$ cat src/rtl/stopwatch_pkg.sv
// stopwatch_pkg: shared state encoding and BCD value constants for the stopwatch controller
package stopwatch_pkg;
  typedef enum logic [1:0] {IDLE, RUN, PAUSE, LAP} state_t;
  localparam int BCD_W = 32;
  localparam logic [BCD_W-1:0] BCD_ZERO = '0;
endpackage

$ cat src/rtl/stopwatch_ctrl_if.sv
// stopwatch_ctrl_if: counter/display bus of the stopwatch controller
//   tick, count            : from tick divider and BCD counter
//   cnt_en, cnt_clr        : to BCD counter
//   disp_value, running,
//   lap_active             : to display path
//   master = controller side, slave = counter/display side
interface stopwatch_ctrl_if;
  import stopwatch_pkg::*;
  logic tick;
  logic [BCD_W-1:0] count;
  logic cnt_en;
  logic cnt_clr;
  logic [BCD_W-1:0] disp_value;
  logic running;
  logic lap_active;
  modport master(input tick, count, output cnt_en, cnt_clr, disp_value, running, lap_active);
  modport slave(output tick, count, input cnt_en, cnt_clr, disp_value, running, lap_active);
endinterface

$ cat src/rtl/btn_debounce.sv
// btn_debounce: 2-flop synchronizer, stability counter and press-event output for one button
//   clk, rst (async active-low), btn (raw pin), press (one-clk pulse on accepted 0->1)
module btn_debounce #(
  parameter int DEBOUNCE_CYCLES = 500000
) (
  input  logic clk,
  input  logic rst,
  input  logic btn,
  output logic press
);
  localparam int CW = $clog2(DEBOUNCE_CYCLES + 1);
  localparam logic [CW-1:0] LAST = CW'(DEBOUNCE_CYCLES - 1);
  logic s1_q, s2_q, lvl_q, lvl_d, arm_q, arm_d;
  logic [CW-1:0] cnt_q, cnt_d;
  // Synchronizer resets to "pressed" so a button held through reset is
  // never seen as a fresh press; arm only once a released level is observed.
  always_comb begin
    cnt_d = (s2_q == lvl_q || cnt_q == LAST) ? '0 : cnt_q + 1'b1;
    lvl_d = (s2_q != lvl_q && cnt_q == LAST) ? s2_q : lvl_q;
    arm_d = arm_q | ~s2_q;
    press = arm_q & lvl_d & ~lvl_q;
  end
  always_ff @(posedge clk or negedge rst) begin
    if (!rst) begin
      s1_q  <= 1'b1;
      s2_q  <= 1'b1;
      lvl_q <= 1'b0;
      arm_q <= 1'b0;
      cnt_q <= '0;
    end else begin
      s1_q  <= btn;
      s2_q  <= s1_q;
      lvl_q <= lvl_d;
      arm_q <= arm_d;
      cnt_q <= cnt_d;
    end
  end
endmodule

$ cat src/rtl/stopwatch_ctrl.sv
// stopwatch_ctrl: button debounce and start/pause/lap/clear sequencing for a BCD stopwatch counter
//   clk, rst (async active-low), btn_start, btn_lap (raw pins)
//   bus (stopwatch_ctrl_if.master): tick/count in; cnt_en/cnt_clr/disp_value/running/lap_active out
//   STOPWATCH_LAP_EN: enables the LAP state and frozen lap display
module stopwatch_ctrl
  import stopwatch_pkg::*;
#(
  parameter int DEBOUNCE_CYCLES = 500000
) (
  input  logic clk,
  input  logic rst,
  input  logic btn_start,
  input  logic btn_lap,
  stopwatch_ctrl_if.master bus
);
  state_t state_q, state_d;
  logic start_ev, lap_raw, lap_ev;
  logic cnt_en_q, cnt_en_d, cnt_clr_q, cnt_clr_d, running_q, running_d;
  logic [BCD_W-1:0] disp_q, disp_d;
  btn_debounce #(.DEBOUNCE_CYCLES(DEBOUNCE_CYCLES)) u_start (.clk(clk), .rst(rst), .btn(btn_start), .press(start_ev));
  btn_debounce #(.DEBOUNCE_CYCLES(DEBOUNCE_CYCLES)) u_lap (.clk(clk), .rst(rst), .btn(btn_lap), .press(lap_raw));
  // start wins when both events land in the same clk
  assign lap_ev = lap_raw & ~start_ev;
  always_comb begin
    state_d   = state_q;
    cnt_clr_d = 1'b0;
    case (state_q)
      IDLE:  if (start_ev) state_d = RUN;
`ifdef STOPWATCH_LAP_EN
      RUN:   state_d = start_ev ? PAUSE : lap_ev ? LAP : RUN;
`else
      RUN:   if (start_ev) state_d = PAUSE;
`endif
      LAP:   state_d = start_ev ? PAUSE : lap_ev ? RUN : LAP;
      PAUSE: begin
        state_d   = start_ev ? RUN : lap_ev ? IDLE : PAUSE;
        cnt_clr_d = ~start_ev & lap_ev;
      end
      default: state_d = IDLE;
    endcase
    cnt_en_d  = bus.tick & (state_q == RUN || state_q == LAP);
    running_d = state_d == RUN || state_d == LAP;
  end
`ifdef STOPWATCH_LAP_EN
  logic [BCD_W-1:0] lap_q, lap_d;
  logic lap_active_q, lap_active_d;
  always_comb begin
    lap_d        = (state_q == RUN && state_d == LAP) ? bus.count : lap_q;
    lap_active_d = state_d == LAP;
    disp_d       = lap_active_d ? lap_d : bus.count;
  end
  always_ff @(posedge clk or negedge rst) begin
    if (!rst) begin
      lap_q        <= BCD_ZERO;
      lap_active_q <= 1'b0;
    end else begin
      lap_q        <= lap_d;
      lap_active_q <= lap_active_d;
    end
  end
  assign bus.lap_active = lap_active_q;
`else
  assign disp_d = bus.count;
  assign bus.lap_active = 1'b0;
`endif
  always_ff @(posedge clk or negedge rst) begin
    if (!rst) begin
      state_q   <= IDLE;
      cnt_en_q  <= 1'b0;
      cnt_clr_q <= 1'b0;
      running_q <= 1'b0;
      disp_q    <= BCD_ZERO;
    end else begin
      state_q   <= state_d;
      cnt_en_q  <= cnt_en_d;
      cnt_clr_q <= cnt_clr_d;
      running_q <= running_d;
      disp_q    <= disp_d;
    end
  end
  assign bus.cnt_en     = cnt_en_q;
  assign bus.cnt_clr    = cnt_clr_q;
  assign bus.running    = running_q;
  assign bus.disp_value = disp_q;
endmodule

$ cat src/flat_wrapper.sv
// flat-port wrapper written by rule: the top's interface ports become plain ports
module stopwatch_ctrl_flat import stopwatch_pkg::*;
#(
  parameter int DEBOUNCE_CYCLES = 500000
)
  (clk, rst, btn_start, btn_lap, bus_tick, bus_count, bus_cnt_en, bus_cnt_clr, bus_disp_value, bus_running, bus_lap_active);
  stopwatch_ctrl_if bus_i ();
  input  logic clk;
  input  logic rst;
  input  logic btn_start;
  input  logic btn_lap;
  input wire logic [$bits(bus_i.tick)-1:0] bus_tick;
  input wire logic [$bits(bus_i.count)-1:0] bus_count;
  output wire logic [$bits(bus_i.cnt_en)-1:0] bus_cnt_en;
  output wire logic [$bits(bus_i.cnt_clr)-1:0] bus_cnt_clr;
  output wire logic [$bits(bus_i.disp_value)-1:0] bus_disp_value;
  output wire logic [$bits(bus_i.running)-1:0] bus_running;
  output wire logic [$bits(bus_i.lap_active)-1:0] bus_lap_active;
  assign bus_i.tick = bus_tick;
  assign bus_i.count = bus_count;
  assign bus_cnt_en = bus_i.cnt_en;
  assign bus_cnt_clr = bus_i.cnt_clr;
  assign bus_disp_value = bus_i.disp_value;
  assign bus_running = bus_i.running;
  assign bus_lap_active = bus_i.lap_active;
  stopwatch_ctrl #(.DEBOUNCE_CYCLES(DEBOUNCE_CYCLES)) u_core (.clk(clk), .rst(rst), .btn_start(btn_start), .btn_lap(btn_lap), .bus(bus_i));
endmodule
$ cat config.mk
export PLATFORM = sky130hd
export DESIGN_NAME = stopwatch_ctrl_flat
export DESIGN_NICKNAME = d
export VERILOG_FILES = /design/src/rtl/stopwatch_pkg.sv /design/src/rtl/stopwatch_ctrl_if.sv /design/src/rtl/btn_debounce.sv /design/src/rtl/stopwatch_ctrl.sv /design/src/flat_wrapper.sv
export SDC_FILE = /design/constraint.sdc
export NUM_CORES = 1
export LEC_CHECK = 0
export CAP_MARGIN = 10
export CELL_PAD_IN_SITES_DETAIL_PLACEMENT = 1
export CELL_PAD_IN_SITES_GLOBAL_PLACEMENT = 1
export CORE_ASPECT_RATIO = 2
export CORE_MARGIN = 3
export CORE_UTILIZATION = 30
export CTS_CLUSTER_SIZE = 20
export DETAILED_ROUTE_END_ITERATION = 7
export HOLD_SLACK_MARGIN = 0.1
export PLACE_DENSITY = 0.63
export SLEW_MARGIN = 20
export SYNTH_ARGS = -nofsm -noshare
export SYNTH_HDL_FRONTEND = slang
export SYNTH_HIERARCHICAL = 1
export SYNTH_SLANG_ARGS = --single-unit
$ cat constraint.sdc
create_clock -name clk -period 6.15 [get_ports clk]
set_clock_uncertainty 0.2 [all_clocks]
set_input_delay 1.23 -clock clk [delete_from_list [all_inputs] [get_ports clk]]
set_output_delay 1.23 -clock clk [all_outputs]
set_load 0.02 [all_outputs]
Word level (Yosys, flattened, before mapping)

Cells that the tools add are included.

$add $sub $neg: 2
Equal/unequal tests: 11
Muxes and demuxes: 12
Bitwise operators: 14
Reductions and logical operators: 7

Operators by type and width:

| operator                                            | count |
|---|---|
| adder 19 x 1 -> 19 bit, second input constant       | 2 |
| equality test 19 bit, second input constant         | 2 |
| 2-to-1 mux 19 bit                                   | 2 |
| 2-to-1 mux 2 bit                                    | 6 |
| case mux 2 bit (4 select lines)                     | 1 |
| bitwise AND 1 bit                                   | 7 |
| equality test 2 bit, second input constant          | 3 |
| NOT 1 bit                                           | 5 |
| equality test 2 x 1 -> 1 bit, second input constant | 2 |
| logical OR 1 bit                                    | 4 |
| 2-to-1 mux 1 bit                                    | 3 |
| equality test 1 bit                                 | 2 |
| logical AND 1 bit                                   | 2 |
| logical NOT 2 bit                                   | 1 |
| inequality test 1 bit                               | 2 |
| bitwise OR 1 bit                                    | 2 |

Bits in registers: 83
Bits of input ports: 37
Output and inout bits: 36
Word-level logic and storage cells: 61

Longest topological paths before layout

Depth after elaboration: 12
Gate-level depth with buffers: 6
Mapped depth without buffers: 6

By module

Netlist, hierarchy kept.

By module, submodules not included:

| module                         | instances | cells an instance | area an instance (um^2) | seq. area each (um^2) |
|---|---|---|---|---|
| btn_debounce at u_core.u_start | 1         | 110               | 1187.4                  | 578.1 |
| btn_debounce at u_core.u_lap   | 1         | 105               | 1108.6                  | 578.1 |
| stopwatch_ctrl                 | 1         | 45                | 954.7                   | 900.9 |

Least setup slack after synthesis

No wires, ideal clock.

Path kind: register -> register
Start: reg u_core.u_start.cnt_q[0]
End: reg u_core.state_q[1]
Library setup time: 0.119 ns
Arrival: 1.699 ns
Required time: 5.831 ns
Path slack: 4.132 ns
Cell stages (with the launch flop): 7
Buffers on the path: 0
Clock period less this slack: 2.018 ns
Path through: dfrtp_1 > ha_1 > and3_1 > nand3_1 > nor4_1 > nand2b_1 > o21ai_2

Word-level cells in the longest chain between the ends: 10
Elaborated cells on any way between the ends: 14
Those cells by class: 1 x eq/ne; 8 x mux; 4 x bitwise; 1 x reduce/logical

RTL lines:

| item                                                     | line                                       | source |
|---|---|---|
| start, declared                                          | btn_debounce.sv:14                         | `logic [CW-1:0] cnt_q, cnt_d;` |
| start signal, assigned                                   | btn_debounce.sv:35                         | `cnt_q <= cnt_d;` |
| equality test 19 bit (*)                                 | btn_debounce.sv:19                         | `lvl_d = (s2_q != lvl_q && cnt_q == LAST) ? s2_q : lvl_q;` |
| logical AND 1 bit (*)                                    | btn_debounce.sv:19                         |  |
| 2-to-1 mux 1 bit (*)                                     | btn_debounce.sv:19                         |  |
| bitwise AND 1 bit (*) (2 in series)                      | btn_debounce.sv:21                         | `press = arm_q & lvl_d & ~lvl_q;` |
| via u_core.start_ev                                      | stopwatch_ctrl.sv:17                       | `logic start_ev, lap_raw, lap_ev;` |
| NOT 1 bit                                                | stopwatch_ctrl.sv:23                       | `assign lap_ev = lap_raw & ~start_ev;` |
| bitwise AND 1 bit                                        | stopwatch_ctrl.sv:23                       |  |
| 2-to-1 mux 2 bit, on equally long branches (2 in series) | stopwatch_ctrl.sv:36, stopwatch_ctrl.sv:34 |  |
| case mux 2 bit (4 select lines) (*)                      | stopwatch_ctrl.sv:27                       | `case (state_q)` |
| via u_core.state_d[1]                                    | stopwatch_ctrl.sv:16                       | `state_t state_q, state_d;` |
| end signal, assigned                                     | stopwatch_ctrl.sv:74                       | `state_q <= state_d;` |
| end, declared                                            | stopwatch_ctrl.sv:16                       |  |

The timed path passes the listed nets; every way through them passes the cells marked *.

==> metrics.md <==
| Metric | Value |
|---|---|
| Status | `finished clean` |
| Worst R2R Start | `u_core/u_start/cnt_q[11]` |
| Setup slack, reg-to-reg | `3.70 ns` |
| Synth Area in Compound Gates | `0.02194` |
| Clock transition at the registers of the reported paths | `0.06 ns` |
| CP Buf/Inv Count | `1` |
| Resize count post-CTS | `0` |
| Worst path max stage delay | `0.63 ns` |
| Setup TNS | `0 ns` |
| Power, Total | `1.144 mW` |
| Final WL | `7618 µm` |
| Max_slew headroom | `0.3122` |
| Initial Util | `0.3083` |
| Most frequent cells in the layout | `dfrtp_1, clkdlybuf4s50_1, nor2_1, xnor2_1, nand3_1` |
| CP required | `4.72 ns` |
| HP Class | `reg -> reg` |
| Setup violations, final | `0` |
| Mean Syn Cell Area | `12.50 µm²` |
| Syn_nets | `299` |
| GR Layer Usage met3 | `0.03184` |
| CP Capture Type | `output port` |
| Root buf cell | `clkbuf_16` |
| Grt ovf | `0` |
| Hold depth | `0` |
| Drc violations | `0` |
| Die footprint | `12200 µm²` |
| GR Layer Usage met1 | `0.1489` |
| CP delay by family, top | `buffers and inverters` |
| Critical Path AT | `1.38 ns` |
| Yosys reg bits | `82` |
| Routed length per placed instance | `15.84 µm` |
| Die X | `79.61 µm` |
| Vias/cell | `4.663` |
| CTS tree | `done` |
| Clock Tree Buf Depth | `2` |
| Fin. Hold Viols | `0` |
| Vias | `2243` |
| Site row count | `53` |
| Layout cells sized above 1 | `0.1134` |
| Fin util | `0.4169` |
| Post-synthesis mux area share | `0.01309` |
| Maximum clock frequency | `356.1 MHz` |
| Post-route ant nets | `0` |
| Hold endpoint | `u_core/u_lap/s2_q` |
| Post-synthesis simple-gate area fraction | `0.2167` |
| Slew Viols, Final | `0` |
| GRT Total Usage | `0.1396` |
| Path depth of the worst reg2reg path | `5` |
| Slowest stage cell, crit path | `clkdlybuf4s50_1` |
| Worst setup path class | `reg -> out` |
| Layout area overhead | `35.22%` |
| Leak pwr | `1.770 nW` |
| Vias in the first global route | `2452` |
| # hold bufs at CTS | `0` |
| # nets final | `378` |
| Yosys warnings | `6` |
| Post-CTS Repair Setup Buffers | `0` |
| Final std cells w/o fill | `481` |
| First-pass GRT wire length | `12850 µm` |
| Detailed Routing Iterations Pass 1 | `4` |
| Met2 global-route usage | `0.2565` |
| Clock tree sinks | `82` |
| Commonest non-fill, non-tap cell in the layout | `dfrtp_1` |
| Die height | `153.2 µm` |
| Starting DRT DRC Count | `81` |
| Worst-Margin Slew | `1.028 ns` |
| MaxCap Viol Count | `0` |
| Initial antenna violation count | `0` |
| I/O Buffers | `71` |
| Netlist cell types | `41` |
| Post-Synth XOR/XNOR Area | `0.08891` |
| Peak VDD IR | `134.5 µV` |
| Largest net degree at the start of global routing | `83` |
| # placed instances | `465` |
| Worst setup SP type | `flop` |
| Unrepaired setup endpoints after global routing | `no` |
| Mapped Cells | `260` |
| Worst skew pair latency | `0.33 ns` |
| HP Start | `u_core/u_lap/s1_q` |
| Post-Synth Adder-Cell Area | `0.007698` |
| Sequential area share after synthesis | `0.6328` |
| H-tree depth | `3` |
| Power Density | `260.2 nW/µm²` |
| Antenna diodes | `0` |
| I/O pins | `73` |
| Placer Congestion | `0.7333` |
| Area of the mapped netlist | `3251 µm²` |
| Critical path fanouts, max | `5` |
| R2R Path End | `u_core/state_q[1]` |
| Tcrit/Tclk final | `0.4566` |
| Hpwl dp | `5552 µm` |
| Tmin final | `2.808 ns` |
| Gr busiest metal | `met2` |
| Main combinational cell family by area after synthesis | `simple AND/OR/NAND/NOR gates` |
| Cell Chain, Critical Path | `clkdlybuf4s50_1` |
| Core ar. | `10540 µm²` |
| CTS buffer count | `9` |
==> state kept, by name, indices dropped and copies added (netlist names) <==
signal / cells
u_core/u_lap/cnt_q: 19
u_core/u_start/s2_q: 1
u_core/bus.disp_value: 32
u_core/u_start/lvl_q: 1
u_core/u_start/cnt_q: 19
u_core/u_start/s1_q: 1
u_core/u_lap/arm_q: 1
u_core/state_q: 2
u_core/u_lap/lvl_q: 1
u_core/bus.cnt_en: 1
u_core/u_lap/s1_q: 1
u_core/u_lap/s2_q: 1
u_core/bus.cnt_clr: 1
u_core/u_start/arm_q: 1
==> where the power goes <==
| part | total [mW] | internal, mW | leakage (nW) | switching (mW) |
|---|---|---|---|---|
| Combinational | 0.0827 | 0.0420 | 0.592 | 0.0407 |
| Clock | 0.497 | 0.285 | 0.137 | 0.212 |
| Sequential | 0.564 | 0.556 | 1.04 | 0.00806 |
| Total | 1.14 | 0.883 | 1.77 | 0.261 |
==> worst max path at each step <==
stage                            start           endpoint  slack [ns]  cells after the start
6_report             u_core/state_q[0]        bus_running        3.34                      1
5_1_grt              u_core/state_q[0]        bus_running        3.28                      1
4_1_cts              u_core/state_q[0]        bus_running        3.31                      1
3_5_place_dp         u_core/state_q[0]        bus_running        3.67                      1
3_3_place_gp         u_core/state_q[0]        bus_running        3.71                      1
2_1_floorplan  u_core/u_start/cnt_q[0]  u_core/state_q[1]        4.13                      6
==> cells in the mapped netlist <==
| cell | n | area (µm²) |
|---|---|---|
| xnor2_1 | 25 | 219.0 |
| inv_1 | 9 | 33.78 |
| nor3_2 | 2 | 20.02 |
| nand2b_1 | 3 | 18.77 |
| nand4_2 | 2 | 25.02 |
| and4_1 | 1 | 8.760 |
| nor4bb_1 | 1 | 10.01 |
| or4_1 | 1 | 7.510 |
| nand4_4 | 1 | 21.27 |
| nor2_2 | 1 | 6.260 |
| mux2i_1 | 2 | 20.02 |
| o21ai_2 | 1 | 8.760 |
| o41ai_2 | 1 | 16.27 |
| conb_1 | 1 | 3.750 |
| nor3_1 | 9 | 45.04 |
| nor4_4 | 1 | 21.27 |
| or3_1 | 2 | 12.51 |
| or4_4 | 1 | 11.26 |
| mux2_2 | 2 | 22.52 |
| and3_1 | 3 | 18.77 |
| and4bb_2 | 2 | 25.02 |
| xor2_1 | 8 | 70.07 |
| dfstp_2 | 4 | 105.1 |
| buf_4 | 1 | 7.510 |
| a21oi_1 | 2 | 10.01 |
| o21ai_4 | 1 | 16.27 |
| nand3_1 | 13 | 65.06 |
| o21ai_0 | 4 | 20.02 |
| dfrtp_1 | 78 | 1952 |
| nand3_4 | 2 | 35.03 |
| nor2_1 | 36 | 135.1 |
| nand4_1 | 7 | 43.79 |
| and4b_1 | 1 | 10.01 |
| nand2_1 | 10 | 37.54 |
| nor4_1 | 12 | 75.07 |
| buf_2 | 1 | 5.000 |
| buf_6 | 1 | 11.26 |
| ha_1 | 2 | 25.02 |
| and2_1 | 3 | 18.77 |
| nor4_2 | 1 | 12.51 |
| nand3_2 | 2 | 20.02 |
==> layout make-up <==
class                   count  area [µm²]
multi-input cells         166        1147
repair buffers             71       711.9
well taps                 137       171.4
inverters                   9       33.78
fillers                  1131        6148
clock inverters             4       27.53
clock buffers              12       246.5
flip-flops and latches     82        2057
==> logic make-up (layout without fill, tap and decap cells) <==
kind of cell               count (synthesis)  count (layout)
adders and majority gates                  2               2
DFF                                       82              82
xor gates and xnor gates                  33              33
AOI/OAI and AO/OA                          9               9
muxes                                      4               4
and+or+nand+nor                          117             117
other                                      1               1
buffers and inverters                     12              96
==> routing by layer <==
| layer | wire [µm] | vias up |
|---|---|---|
| li1 | - | 1048 |
| met1 | 2655 | 1160 |
| met2 | 4649 | 28 |
| met3 | 184 | 7 |
| met4 | 128 | 0 |
| met5 | 0 | - |
==> through the flow <==
stage	instance area [µm²]	setup slack [ns]	hold slack, ns
after floorplan	3251	4.132	0.1452
after global placement	4118	3.708	0.1473
after detailed placement	4118	3.675	0.1481
after CTS	4392	3.314	0.1572
after global routing	4395	3.276	0.1626
final	4395	3.342	0.1555
Note: power is estimated with default switching activity, not from simulation.
